$ cat src/rtl/lsu_pkg.sv
// rtl/lsu_pkg.sv - funct3 codes, LSU state encoding and access legality check
package lsu_pkg;

  localparam logic [2:0] F3_B  = 3'd0;
  localparam logic [2:0] F3_H  = 3'd1;
  localparam logic [2:0] F3_W  = 3'd2;
  localparam logic [2:0] F3_BU = 3'd4;
  localparam logic [2:0] F3_HU = 3'd5;

  typedef enum logic [2:0] {
    S_IDLE,
    S_RD,
    S_CAP,
    S_WR,
    S_RESP
  } lsu_state_t;

  // Unsigned widths exist only for loads; halfwords need addr[0]=0, words addr[1:0]=0.
  function automatic logic access_illegal(input logic       we,
                                          input logic [2:0] funct3,
                                          input logic [1:0] addr_lo);
    logic ill;
    case (funct3)
      F3_B:    ill = 1'b0;
      F3_H:    ill = addr_lo[0];
      F3_W:    ill = (addr_lo != 2'b00);
      F3_BU:   ill = we;
      F3_HU:   ill = we | addr_lo[0];
      default: ill = 1'b1;
    endcase
    return ill;
  endfunction

endpackage

$ cat src/rtl/lsu_align.sv
// rtl/lsu_align.sv - combinational load lane extract/extend and store lane merge
module lsu_align
  import lsu_pkg::*;
(
  input  logic [31:0] rdata,
  input  logic [31:0] wdata,
  input  logic [1:0]  addr_lo,
  input  logic [2:0]  funct3,
  output logic [31:0] load_data,
  output logic [31:0] store_word
);

  logic [7:0]  byte_v;
  logic [15:0] half_v;
  logic [4:0]  byte_sh;

  always_comb begin
    byte_sh = {addr_lo, 3'b000};
    byte_v  = rdata[byte_sh +: 8];
    half_v  = addr_lo[1] ? rdata[31:16] : rdata[15:0];

    case (funct3)
      F3_B:    load_data = {{24{byte_v[7]}}, byte_v};
      F3_H:    load_data = {{16{half_v[15]}}, half_v};
      F3_BU:   load_data = {24'h000000, byte_v};
      F3_HU:   load_data = {16'h0000, half_v};
      default: load_data = rdata;
    endcase

    store_word = rdata;
    case (funct3)
      F3_B: store_word[byte_sh +: 8] = wdata[7:0];
      F3_H: begin
        if (addr_lo[1]) store_word[31:16] = wdata[15:0];
        else            store_word[15:0]  = wdata[15:0];
      end
      default: store_word = wdata;
    endcase
  end

endmodule

$ cat src/rtl/data_mem_lsu.sv
// rtl/data_mem_lsu.sv - RV32I load/store unit driving the word-wide RAM data port
module data_mem_lsu
  import lsu_pkg::*;
#(
  parameter int DATA_WIDTH = 32,
  parameter int ADDR_WIDTH = 32
) (
  input  logic                  clk,
  input  logic                  rst_n,
  input  logic                  req_valid,
  output logic                  req_ready,
  input  logic                  req_we,
  input  logic [2:0]            req_funct3,
  input  logic [ADDR_WIDTH-1:0] req_addr,
  input  logic [DATA_WIDTH-1:0] req_wdata,
  output logic                  resp_valid,
  output logic [DATA_WIDTH-1:0] resp_rdata,
  output logic                  resp_err,
  output logic [ADDR_WIDTH-1:0] mem_addr,
  output logic [DATA_WIDTH-1:0] mem_wdata,
  output logic                  mem_we,
  input  logic [DATA_WIDTH-1:0] mem_rdata
);

  lsu_state_t            state_q, state_d;
  logic                  we_q, we_d;
  logic [2:0]            funct3_q, funct3_d;
  logic [ADDR_WIDTH-1:0] addr_q, addr_d;
  logic [DATA_WIDTH-1:0] wdata_q, wdata_d;
  logic [DATA_WIDTH-1:0] rdata_q, rdata_d;
  logic                  err_q, err_d;
  logic [DATA_WIDTH-1:0] load_data;
  logic [DATA_WIDTH-1:0] store_word;

  lsu_align u_align (
    .rdata      (mem_rdata),
    .wdata      (wdata_q),
    .addr_lo    (addr_q[1:0]),
    .funct3     (funct3_q),
    .load_data  (load_data),
    .store_word (store_word)
  );

  always_comb begin
    state_d  = state_q;
    we_d     = we_q;
    funct3_d = funct3_q;
    addr_d   = addr_q;
    wdata_d  = wdata_q;
    rdata_d  = rdata_q;
    err_d    = 1'b0;

    case (state_q)
      S_IDLE: begin
        if (req_valid) begin
          we_d     = req_we;
          funct3_d = req_funct3;
          addr_d   = req_addr;
          wdata_d  = req_wdata;
          if (access_illegal(req_we, req_funct3, req_addr[1:0])) begin
            state_d = S_RESP;
            err_d   = 1'b1;
            rdata_d = '0;
          end else if (req_we && (req_funct3 == F3_W)) begin
            state_d = S_WR;
          end else begin
            state_d = S_RD;
          end
        end
      end
      S_RD: state_d = S_CAP;
      S_CAP: begin
        // wdata_q is reused to hold the merged word for the write cycle.
        if (we_q) begin
          wdata_d = store_word;
          state_d = S_WR;
        end else begin
          rdata_d = load_data;
          state_d = S_RESP;
        end
      end
      S_WR: begin
        rdata_d = '0;
        state_d = S_RESP;
      end
      default: state_d = S_IDLE;
    endcase
  end

  always_ff @(posedge clk) begin
    if (!rst_n) begin
      state_q  <= S_IDLE;
      we_q     <= 1'b0;
      funct3_q <= 3'd0;
      addr_q   <= '0;
      wdata_q  <= '0;
      rdata_q  <= '0;
      err_q    <= 1'b0;
    end else begin
      state_q  <= state_d;
      we_q     <= we_d;
      funct3_q <= funct3_d;
      addr_q   <= addr_d;
      wdata_q  <= wdata_d;
      rdata_q  <= rdata_d;
      err_q    <= err_d;
    end
  end

  assign req_ready  = (state_q == S_IDLE);
  assign resp_valid = (state_q == S_RESP);
  assign resp_err   = err_q;
  assign resp_rdata = rdata_q;
  assign mem_addr   = {addr_q[ADDR_WIDTH-1:2], 2'b00};
  assign mem_wdata  = wdata_q;
  assign mem_we     = (state_q == S_WR);

endmodule

$ cat config.mk
export PLATFORM = sky130hd
export DESIGN_NAME = data_mem_lsu
export DESIGN_NICKNAME = d
export VERILOG_FILES = /design/src/rtl/lsu_pkg.sv /design/src/rtl/lsu_align.sv /design/src/rtl/data_mem_lsu.sv
export SDC_FILE = /design/constraint.sdc
export NUM_CORES = 1
export LEC_CHECK = 0
export BUFFER_PORTS_ARGS = -buffer_cell sky130_fd_sc_hd__buf_2
export CAP_MARGIN = 20
export CORE_ASPECT_RATIO = 2
export CORE_UTILIZATION = 53
export DETAILED_ROUTE_END_ITERATION = 10
export MAX_ROUTING_LAYER = met4
export PLACE_DENSITY = 0.82
export SYNTH_ARGS = -nofsm -noshare
export SYNTH_HDL_FRONTEND = slang
export SYNTH_HIERARCHICAL = 1
export SYNTH_SLANG_ARGS = --single-unit
$ cat constraint.sdc
create_clock -name clk -period 3.3 [get_ports clk]
set_clock_uncertainty 0.1 [all_clocks]
set_input_delay 0.66 -clock clk [delete_from_list [all_inputs] [get_ports clk]]
set_output_delay 0.66 -clock clk [all_outputs]
set_load 0.02 [all_outputs]
# --- Word-level counts from Yosys, hierarchy flattened ---
# Cells that the tools add are included.
op_classes:
  n_mux: 22
  n_bitwise: 1
  addsub: 1
  eq_ne: 17
  reduce_logical: 12
  n_shift: 3
op_table:
  columns: ["cell", "n"]
  rows:
  - ["$mux W32", 5]
  - ["$pmux W32 S2", 2]
  - ["$pmux W32 S4", 1]
  - ["$pmux W32 S3", 1]
  - ["$mux W16", 3]
  - ["$bwmux W32", 1]
  - ["$shift A8 B7 Y32 const A", 1]
  - ["$shiftx A32 B6 Y8", 1]
  - ["$shiftx A8 B7 Y32", 1]
  - ["$eq A3 B3 Y1 const B", 5]
  - ["$pmux W3 S4", 1]
  - ["$eq A3 B1 Y1 const B", 3]
  - ["$eq A3 B2 Y1 const B", 3]
  - ["$logic_not A3 Y1", 3]
  - ["$mux W3", 3]
  - ["$reduce_and A4 Y1", 2]
  - ["$neg A5 Y7", 1]
  - ["$ne A2 B2 Y1 const B", 3]
  - ["$pmux W1 S5", 1]
  - ["$reduce_and A5 Y1", 1]
  - ["$reduce_bool A2 Y1", 2]
  - ["$mux W1", 3]
  - ["$ne A3 B1 Y1 const B", 1]
  - ["$ne A3 B3 Y1 const B", 1]
  - ["other kinds (7)", 7]
totals:
  in_bits: 103
  regBits: 104
  elab_cells: 64
  out_inout_bits: 100

# --- Depth between registers and ports, before layout ---
# Gate-level depths: netlist (run 1).
logic_depth:
  depth_word: 7
  mapped_depth: 10
  ltp_nobuf: 7

# --- Hierarchy ---
# The synthesis (run 1) kept the hierarchy.
modules_own_cells:
  columns: ["mod", "area_per_inst_um2", "cells_each", "n_inst", "seq_area_each_um2"]
  rows:
  - ["data_mem_lsu", 4903.5, 600, 1, 2082.0]
  - ["lsu_align", 1833.0, 264, 1, 0.0]

# --- Worst setup path after synthesis (run 1) ---
# No wires, ideal clock.
synth_timing:
  kind: "register to register"
  start: "reg addr_q[1]"
  end: "reg wdata_q[26] (netlist: mem_wdata[26])"
  synth_period_minus_slack_ps: 2427
  path_buffers: 3
  setup_ps: 91
  path_slack_ps: 873
  arrival_time_ps: 2236
  stages_incl_launch_ff: 11
  cell_sequence: "dfxtp_1 buf_2 inv_1 clkbuf_1 ha_1 and3b_1 and2_1 buf_1 a221o_1 nand2_1 a311oi_1"
synth_between:
  elab_chain_cells: 6
  elab_cells_between_ends: 8
synth_rtl:
  columns: ["item", "line", "text"]
  rows:
  - ["start: declaration", "data_mem_lsu.sv:28", "logic [ADDR_WIDTH-1:0] addr_q, addr_d;"]
  - ["start signal: assignment", "data_mem_lsu.sv:103", "addr_q <= addr_d;"]
  - ["$neg A5 Y7", "lsu_align.sv:32", "F3_B: store_word[byte_sh +: 8] = wdata[7:0];"]
  - ["$shiftx A8 B7 Y32 or $shift A8 B7 Y32 (tied branches)", "lsu_align.sv:32", null]
  - ["$bwmux W32", "lsu_align.sv:32", null]
  - ["$pmux W32 S2 *", "lsu_align.sv:31", "case (funct3)"]
  - ["net store_word[26]", "data_mem_lsu.sv:33", "logic [DATA_WIDTH-1:0] store_word;"]
  - ["$mux W32 *", "data_mem_lsu.sv:74", "if (we_q) begin"]
  - ["$pmux W32 S2 *", "data_mem_lsu.sv:53", "case (state_q)"]
  - ["end signal: assignment", "data_mem_lsu.sv:104", "wdata_q <= wdata_d;"]
  - ["end: declaration", "data_mem_lsu.sv:29", "logic [DATA_WIDTH-1:0] wdata_q, wdata_d;"]
# Mark *: on every way through the listed nets, which the timed path passes. The rest lies on a longest branch. The select of a mux whose other input is x is not followed.
# A chain may end at the register's enable or synchronous reset.

# --- Worst setup path after layout (run 1) ---
layout_timing:
  start: "reg addr_q[1]"
  end: "reg wdata_q[11] (netlist: mem_wdata[11])"
layout_between:
  elab_chain_cells: 6
  elab_cells_between_ends: 9
layout_rtl:
  columns: ["item", "line"]
  rows:
  - ["$neg A5 Y7 *", "lsu_align.sv:32"]
  - ["$shiftx A8 B7 Y32 or $shift A8 B7 Y32 (tied branches)", "lsu_align.sv:32"]
  - ["$bwmux W32 *", "lsu_align.sv:32"]
  - ["$pmux W32 S2 *", "lsu_align.sv:31"]
  - ["net store_word[11]", "data_mem_lsu.sv:33"]
  - ["$mux W32 *", "data_mem_lsu.sv:74"]
  - ["$pmux W32 S2 *", "data_mem_lsu.sv:53"]
# Marks and branches as above.

==> results of run 1 <==
[state kept, by name (all words and copies together) (netlist names)]
signal      count
addr_q         32
we_q            1
funct3_q        3
resp_rdata     32
resp_err        1
state_q         3
mem_wdata      32
[where the power goes]
part / switching [mW] / internal, mW / total [mW]
combinational: 0.588 / 0.348 / 0.935
clock: 0.567 / 0.546 / 1.11
sequential: 0.0949 / 1.33 / 1.43
total: 1.25 / 2.22 / 3.47
[synth_stat cells, types with 4 or more instances]
cell,count,area share [%]
nand2_1,158,8.8
dfxtp_1,104,31
nand3_1,83,6.2
a21oi_1,72,5.3
o2111ai_1,64,8.3
clkbuf_1,55,3.1
buf_2,36,2.7
buf_4,34,3.8
a311oi_1,32,4.2
a221o_1,29,4.3
nor2_1,20,1.1
nor2b_1,18,1.7
a22o_1,13,1.7
a221oi_1,9,1.2
a21boi_0,8,0.89
and3_1,8,0.74
mux2i_1,8,1.2
o22ai_1,8,0.74
a31oi_1,7,0.65
o21a_1,7,0.78
a211oi_1,6,0.67
buf_6,6,1.0
nor4b_1,6,0.78
ha_1,5,0.93
mux2_2,5,0.84
nand2b_1,5,0.46
inv_1,4,0.22
o21ai_0,4,0.30
[metal layers]
metal,wire length [um],track usage (%),vias to the layer above
li1,-,-,3439
met1,7810,39.1,3370
met2,11100,55.6,436
met3,1760,5.59,122
met4,1890,26.7,0
met5,0,-,-
[final cells by class]
| cell class | count | area [um2] | share of cell area [%] |
|---|---|---|---|
| clock buffer | 9 | 225 | 2.91 |
| clock inverter | 7 | 85.1 | 1.10 |
| inverter | 5 | 18.8 | 0.242 |
| multi-input combinational | 623 | 3950 | 51.0 |
| sequential | 104 | 2080 | 26.9 |
| tap | 147 | 184 | 2.37 |
| timing repair buffer | 225 | 1200 | 15.5 |
[critical path: cells and delay by family, from the launching register on]
family / cells / cell delay, ns
AND/OR/NAND/NOR: 3 / 0.99
AO/OA/AOI/OAI: 2 / 0.51
flip-flops: 1 / 0.33
adder cells (fa/ha/maj): 1 / 0.31
buffers and inverters: 1 / 0.25
[cells by family after synthesis]
kind of cell	Yosys count	share of synthesized area [%]
buffers and inverters	138	10.9
adders and majority gates	5	0.929
AOI/OAI and AO/OA	271	30.6
DFF	104	30.9
and+or+nand+nor	330	24.0
muxes	15	2.53
other	1	0.0557
[worst max path at each step]
stage | end | cells after the start | slack [ns]
floorplan | mem_wdata[26] | 10 | 0.87
global placement | mem_wdata[9] | 7 | 0.84
detailed placement | mem_wdata[11] | 7 | 0.77
CTS | mem_wdata[11] | 7 | 0.75
global route | mem_wdata[9] | 7 | 0.57
finish | mem_wdata[11] | 7 | 0.71
[metrics by stage]
step / area (um2) / cells / power [mW]
2_1_floorplan: 6740 / 865 / 2.10
5_1_grt: 7750 / 1120 / 3.62
6_report: 7750 / 1120 / 3.47
3_3_place_gp: 7440 / 1104 / 2.36
4_1_cts: 7750 / 1120 / 3.47
3_5_place_dp: 7440 / 1104 / 2.37
==> key figures, run 1 <==
Finish
  – Commonest cells after routing, fill and taps aside: buf_2, nand2_1, dfxtp_1
  – Fraction of layout cells with a size suffix above 1: between 20% and 30%
  – Fill count: ~1100
  – Nets: roughly 1100
  – Post-layout util: a little over three fifths
  – Area grow syn2layout: 15.0%
  – Commonest non-fill, non-tap cell in the layout: buf_2
  – N_diodes: 0

Clocking
  – Max clock buf depth: 2
  – Clock buffer count from CTS: 9
  – Clk_lat worst skew: approximately 0.36 ns
  – # Post-CTS Setup Buffers: 0
  – H-tree Lvls: 3
  – Post-CTS Resized: 0
  – Clk root buf: clkbuf_16
  – Post-CTS Hold Fix Bufs: 0
  – CTS clk-pin slew, worst paths: 0.08 ns
  – Clock Sinks: ~100
  – CTS tree: built

STA
  – # setup viols final: 0
  – Final Hold Viols: 0
  – Fin crit period: ~2.6 ns
  – Period utilization: around four fifths
  – Max_slew headroom: a little over two fifths
  – WHS: ~0.35 ns
  – Max Slew Vio Count: 0
  – Achievable Freq: approximately 390 MHz
  – Fin Setup TNS: 0 ns
  – Final worst slack: ~0.71 ns
  – Slew @ Worst Pin: 0.865 ns
  – RSZ-0062 raised after global routing: no

Synthesis
  – Post-Syn Instances: between 800 and 900
  – Synth cell types: 65
  – Fraction of registers with async set/reset: 0%
  – Sequential fraction of the synthesis area: 30.9%
  – Cell Area, Synth: around 6700 um2
  – Post-synth EDFFs: 0
  – Syn avg cell area: around 8 um2
  – Ys flop type: dfxtp_1
  – FF+latch count, synth: between 100 and 150
  – Synth Warn #: 6

Setup path
  – Slowest CP cell: and4_1
  – Critical Path Start: addr_q[1]
  – CP Capture Type: flop
  – RR Endpoint: mem_wdata[11]
  – R2R Setup Slk: 0.71 ns
  – Reg-to-Reg Start: addr_q[1]
  – Data required, critical path: between 3 and 4 ns
  – Worst-path fanout max: 18
  – Slowest cell delay on critical path: approximately 0.49 ns
  – CP Class: flop to flop
  – Critical path data arrival time: around 2.8 ns
  – Crit path cell chain: inv_1 -> ha_1 -> nor4_1 -> and4_1 -> a221o_1 -> nand2_1 -> a311oi_1
  – Critical Path Source Type: flop
  – Worst r2r path cells: 7

Placed design
  – Dpl ws: between 0.7 and 0.8 ns
  – Hpwl dp: approximately 16 mm
  – Final Wtd Congestion: just over 1
  – Port bufs: 200

Floorplanning
  – Die height: ~160 um
  – CORE AREA: between 10000 and 15000 um2
  – Initial core utilization: a little over half
  – Die width: approximately 80 um
  – Row cnt: 57
  – # IOs: slightly above 200
  – Die area: 13200 um2

Route
  – Drt drc: 0
  – ANT nets after route: 0
  – Drt initial violations: ~680
  – Post-Route WL: 22.6 mm
  – Total number of vias: ~7400
  – 1st-pass router iterations: 5
  – WL per Instance: slightly above 20 um
  – DR vias/cell: roughly 6.6

Global routing
  – Vias in the first global route: a little under 7000
  – Largest net degree at the start of global routing: slightly below 100
  – Initial antenna violation count: 0
  – Gr ovfl total: 0
  – GRT Total Usage: 35.5%
  – First-pass GRT wire length: about 35 mm

Min path
  – WHS Endpoint: addr_q[21]
  – Hold Path Class: flop to flop
  – Hold depth: 2
  – Min-delay src: addr_q[21]

Status
  – Status: finished, final reports clean

Power and ir drop
  – Worst VDD drop: around 350 uV
  – Total leakage power: between 3 and 4 nW
  – PD cells: approximately 450 nW/um2

Job
  – Max_cap viols: 0
No activity file was read; power rests on OpenSTA's default activity.
==> run 2, diff against run 1 <==
==> constraint.sdc (replaced) <==
create_clock -name clk -period 2.4 [get_ports clk]
set_clock_uncertainty 0.1 [all_clocks]
set_input_delay 0.48 -clock clk [delete_from_list [all_inputs] [get_ports clk]]
set_output_delay 0.48 -clock clk [all_outputs]
set_load 0.02 [all_outputs]
==> key figures, run 2 (synthesized netlist as in run 1, its figures left out) <==
Setup path
  – Slowest cell delay on critical path: 0.43 ns
  – Reg-to-Reg Start: addr_q[1]
  – RR Endpoint: mem_wdata[30]
  – R2R Setup Slk: 0.15 ns
  – Crit path max-delay family: buffers and inverters
  – Critical path data arrival time: 1.67 ns
  – Critical Path Source Type: flop
  – Worst-path fanout max: 10
  – Crit path cell chain: buf_4 -> nor3_4 -> buf_2
  – CP Class: flop to primary output
  – Slowest CP cell: dfxtp_1
  – Data required, critical path: 1.82 ns
  – CP Buf/Inv Count: 2
  – Worst r2r path cells: 8
  – CP Capture Type: primary output

STA
  – # setup viols final: 0
  – RSZ-0062 raised after global routing: no
  – Final Hold Viols: 0
  – Max Slew Vio Count: 0
  – Slew @ Worst Pin: just over 0.6 ns
  – Fin crit period: about 2.2 ns
  – Period utilization: 93.6%
  – Max_slew headroom: between 50% and 60%
  – Final worst slack: 0.154 ns
  – WHS: roughly 0.25 ns
  – Fin Setup TNS: 0 ns
  – Achievable Freq: 445 MHz

Placed design
  – Cells after DPL: approximately 1100
  – Dpl ws: around 0.14 ns
  – Hpwl dp: about 17 mm
  – Post-Place Cell Area: around 7600 um2
  – Port bufs: 200
  – Final Wtd Congestion: 1.01

Finish
  – Commonest non-fill, non-tap cell in the layout: buf_2
  – Post-layout util: between 60 and 70%
  – Commonest cells after routing, fill and taps aside: buf_2, nand2_1, dfxtp_1
  – Non-Filler Instances: 1136
  – Area grow syn2layout: 17.1%
  – Fraction of layout cells with a size suffix above 1: 28.2%
  – Final instance area: between 7000 and 8000 um2
  – Nets: around 1100

Clocking
  – Clock buffer count from CTS: 9
  – Post-CTS Hold Fix Bufs: 0
  – CTS clk-pin slew, worst paths: about 0.08 ns
  – Max clock buf depth: 2
  – Clock Sinks: 104
  – Clk_lat worst skew: about 0.35 ns
  – Clk root buf: clkbuf_16
  – H-tree Lvls: 3
  – # Post-CTS Setup Buffers: 0
  – CTS tree: built

Floorplanning
  – Die height: 161 um
  – Die width: about 80 um
  – # IOs: between 200 and 250
  – CORE AREA: approximately 12000 um2
  – Initial core utilization: around 55%
  – Row cnt: between 50 and 60
  – Die area: between 10000 and 15000 um2

Min path
  – Hold Path Class: primary input to flop
  – WHS Endpoint: addr_q[3]
  – Min-delay src: req_addr[3]
  – Hold depth: 3

Power and ir drop
  – Reg power frac: about two fifths
  – Worst VDD drop: ~560 uV
  – Sw Share: 35.2%
  – PD cells: 607 nW/um2
  – Total leakage power: between 3 and 4 nW
  – Int Pwr: about 3.1 mW
  – Overall power: between 4 and 5 mW
  – Combinational power share: 27.8%
  – Clock power frac: just over 30%
  – Total net switching power: approximately 1.7 mW

Status
  – Status: finished, final reports clean

Route
  – Total number of vias: between 7000 and 8000
  – WL per Instance: slightly below 20 um
  – Post-Route WL: ~23 mm
  – ANT nets after route: 0
  – DR vias/cell: ~6.5
  – Drt drc: 0
  – 1st-pass router iterations: 7
  – Drt initial violations: 752

Global routing
  – GRT Total Usage: between 30% and 40%
  – First-pass GRT wire length: around 35 mm
  – Largest net degree at the start of global routing: 63
  – Gr ovfl total: 0
  – Initial antenna violation count: 1
  – Vias in the first global route: just under 7000

Job
  – Max_cap viols: 0
run 2: final cells by class:
type,instances,area [um2]
fillers,1110,4380
multi-input cells,623,3960
flip-flops and latches,104,2080
repair buffers,240,1350
clock buffers,10,239
well taps,147,184
clock inverters,6,56.3
inverters,5,18.8
diodes,1,2.50
run 2: what timing repair did:
| action | CTS | global route |
|---|---|---|
| resized for setup | 0 | 2 |
| endpoints found under the hold margin | 0 | 0 |
| setup endpoints to repair | 0 | 8 |
run 2: layer usage:
metal | vias up | track usage (%) | routed length, um
met5 | - | - | 0
met4 | 0 | 24.6 | 1630
met3 | 103 | 5.48 | 1650
met2 | 395 | 57.5 | 11400
met1 | 3424 | 37.6 | 7860
li1 | 3469 | - | -
run 2: how the worst max path moves through the flow:
stage               start             to  slack (ns)  cells after the start
5_1_grt         addr_q[1]  mem_wdata[26]        0.01                      8
2_1_floorplan   addr_q[1]  mem_wdata[26]        0.06                     10
3_5_place_dp    addr_q[0]  mem_wdata[13]        0.14                      7
3_3_place_gp    addr_q[1]  mem_wdata[29]        0.24                      8
4_1_cts         addr_q[0]  mem_wdata[12]        0.11                      7
6_report       state_q[2]      req_ready        0.15                      3
run 2: power groups by stage:
stage | sequential (mW) | combinational (mW) | clock, mW
6_report | 1.96 | 1.33 | 1.49
5_1_grt | 1.98 | 1.43 | 1.58
4_1_cts | 1.96 | 1.31 | 1.51
3_5_place_dp | 2.00 | 1.30 | 0
3_3_place_gp | 2.00 | 1.29 | 0
2_1_floorplan | 2.02 | 0.872 | 0
run 2: worst reg2reg max path: stages (launching register included):
cell and delay, ns:
dfxtp_1 0.34, inv_1 0.06, buf_4 0.19, ha_1 0.36, and3b_1 0.27, and2_1 0.31, a221o_1 0.21, nand2_1 0.05
a311oi_1 0.25
==> run 3, diff against run 2 <==
==> constraint.sdc (replaced) <==
create_clock -name clk -period 2.4 [get_ports clk]
set_clock_uncertainty 0.1 [all_clocks]
set_input_delay 0.72 -clock clk [delete_from_list [all_inputs] [get_ports clk]]
set_output_delay 0.72 -clock clk [all_outputs]
set_load 0.02 [all_outputs]
==> key figures, run 3 (synthesized netlist as in run 1, its figures left out) <==
Status
  – Status: finished, final reports clean

Placed design
  – Hpwl dp: around 17 mm
  – Port bufs: 200
  – Post-Place Cell Area: roughly 7600 um2
  – Cells after DPL: between 1000 and 1500
  – Final Wtd Congestion: ~1.1

Setup path
  – Slowest CP cell: dfxtp_1
  – Slowest cell delay on critical path: 0.74 ns
  – Worst-path fanout max: 13
  – Data required, critical path: ~1.6 ns
  – CP Buf/Inv Count: 1
  – Crit path cell chain: nand2_1 -> nor2_1 -> buf_2
  – Crit path max-delay family: flip-flops
  – CP Capture Type: primary output
  – Critical path data arrival time: 1.48 ns
  – Critical Path Source Type: flop
  – CP Class: flop to primary output

Clocking
  – Clock Sinks: ~100
  – CTS tree: built
  – Clk root buf: clkbuf_16
  – Clock buffer count from CTS: 9
  – Post-CTS Hold Fix Bufs: 0
  – Max clock buf depth: 2
  – # Post-CTS Setup Buffers: 0
  – Clk_lat worst skew: 0.36 ns
  – H-tree Lvls: 3
  – Post-CTS Resized: 0
  – CTS clk-pin slew, worst paths: ~0.090 ns

STA
  – Fin Setup TNS: 0 ns
  – Achievable Freq: 434 MHz
  – Final Hold Viols: 0
  – Slew @ Worst Pin: 0.646 ns
  – # setup viols final: 0
  – Fin crit period: 2.30 ns
  – RSZ-0062 raised after global routing: no
  – Period utilization: a little over nine tenths
  – Max Slew Vio Count: 0
  – Max_slew headroom: between 50% and 60%

Power and ir drop
  – Worst VDD drop: between 400 and 500 uV
  – PD cells: between 600 and 700 nW/um2
  – Overall power: a little under 5 mW
  – Total leakage power: 3.44 nW

Finish
  – Commonest non-fill, non-tap cell in the layout: buf_2
  – Fill count: 1072
  – Area grow syn2layout: 17.9%
  – Area of the multi-input gates: 3950 um2
  – Final instance area: ~7900 um2
  – Non-Filler Instances: 1141
  – Post-layout util: between 60 and 70%
  – Fraction of layout cells with a size suffix above 1: around 28%
  – Commonest cells after routing, fill and taps aside: buf_2, nand2_1, dfxtp_1
  – Register area: about 2100 um2
  – Nets: between 1000 and 1500

Route
  – Drt drc: 0
  – Post-Route WL: around 23 mm
  – DR vias/cell: roughly 6.5
  – Total number of vias: about 7500
  – 1st-pass router iterations: 5
  – WL per Instance: between 15 and 20 um
  – Drt initial violations: 781
  – ANT nets after route: 0

Floorplanning
  – Die width: around 82 um
  – Row cnt: 57
  – CORE AREA: 12300 um2
  – Initial core utilization: a little over half
  – # IOs: 203
  – Die area: 13200 um2
  – Die height: between 150 and 200 um

Global routing
  – Initial antenna violation count: 1
  – Gr ovfl total: 0
  – Largest net degree at the start of global routing: 60
  – Vias in the first global route: around 6700
  – GRT Total Usage: a little over a third
  – First-pass GRT wire length: ~35 mm

Job
  – Max_cap viols: 0

Min path
  – Hold Path Class: flop to flop
[run 3: cell types whose count changed in the layout (fill, tap and decap cells not counted)]
cell	delta
clkinv_8	+2
inv_12	+1
and4_1	+1
clkbuf_8	-1
and4_2	-1
nor4_1	+1
buf_4	+5
inv_6	-1
nor4_2	-1
clkinvlp_4	-1
[run 3: layout make-up]
class	count	share of cell area (%)
antenna	1	0.0315
clock inverter	7	1.12
timing repair buffer	245	17.5
sequential	104	26.2
clock buffer	9	2.84
tap	147	2.32
multi-input combinational	623	49.7
inverter	5	0.236
[run 3: worst paths after layout]
path / startpoint / end / slack (ns) / depth (start not counted)
worst min-delay path: addr_q[17] / addr_q[17] / 0.35 / 2
worst max-delay path: state_q[0] / mem_we / 0.1 / 3
worst max register to register: addr_q[1] / mem_wdata[11] / 0.12 / 7
worst min register to register: addr_q[17] / addr_q[17] / 0.35 / 2
[run 3: worst register-to-register path, cell delays in order, from the launching register on]
cell and delay (ns):
dfxtp_1 0.34, inv_1 0.09, ha_1 0.21, nor4_1 0.36
and4_1 0.50, a221o_1 0.26, nand2_1 0.06, a311oi_1 0.27
[run 3: per-stage QoR]
step                hold WS, ns  setup slack, ns
CTS                       0.355           0.0733
detailed placement        0.343            0.144
floorplan                 0.333           0.0603
finish                    0.352           0.0965
global route              0.375           0.0111
global placement          0.339            0.168
[run 3: where the power goes]
part	total (mW)	internal (mW)	switching, mW	leakage, nW
registers	1.95	1.83	0.122	0.852
logic	1.36	0.524	0.835	2.43
clock network	1.56	0.760	0.801	0.153
total	4.87	3.12	1.76	3.44
[run 3: per-layer routing]
| metal | vias to the layer above | global-route usage (%) | wire length, um |
|---|---|---|---|
| met4 | 0 | 21.4 | 1440 |
| li1 | 3480 | - | - |
| met1 | 3461 | 37.3 | 8000 |
| met5 | - | - | 0 |
| met2 | 425 | 58.5 | 11800 |
| met3 | 103 | 5.88 | 1580 |
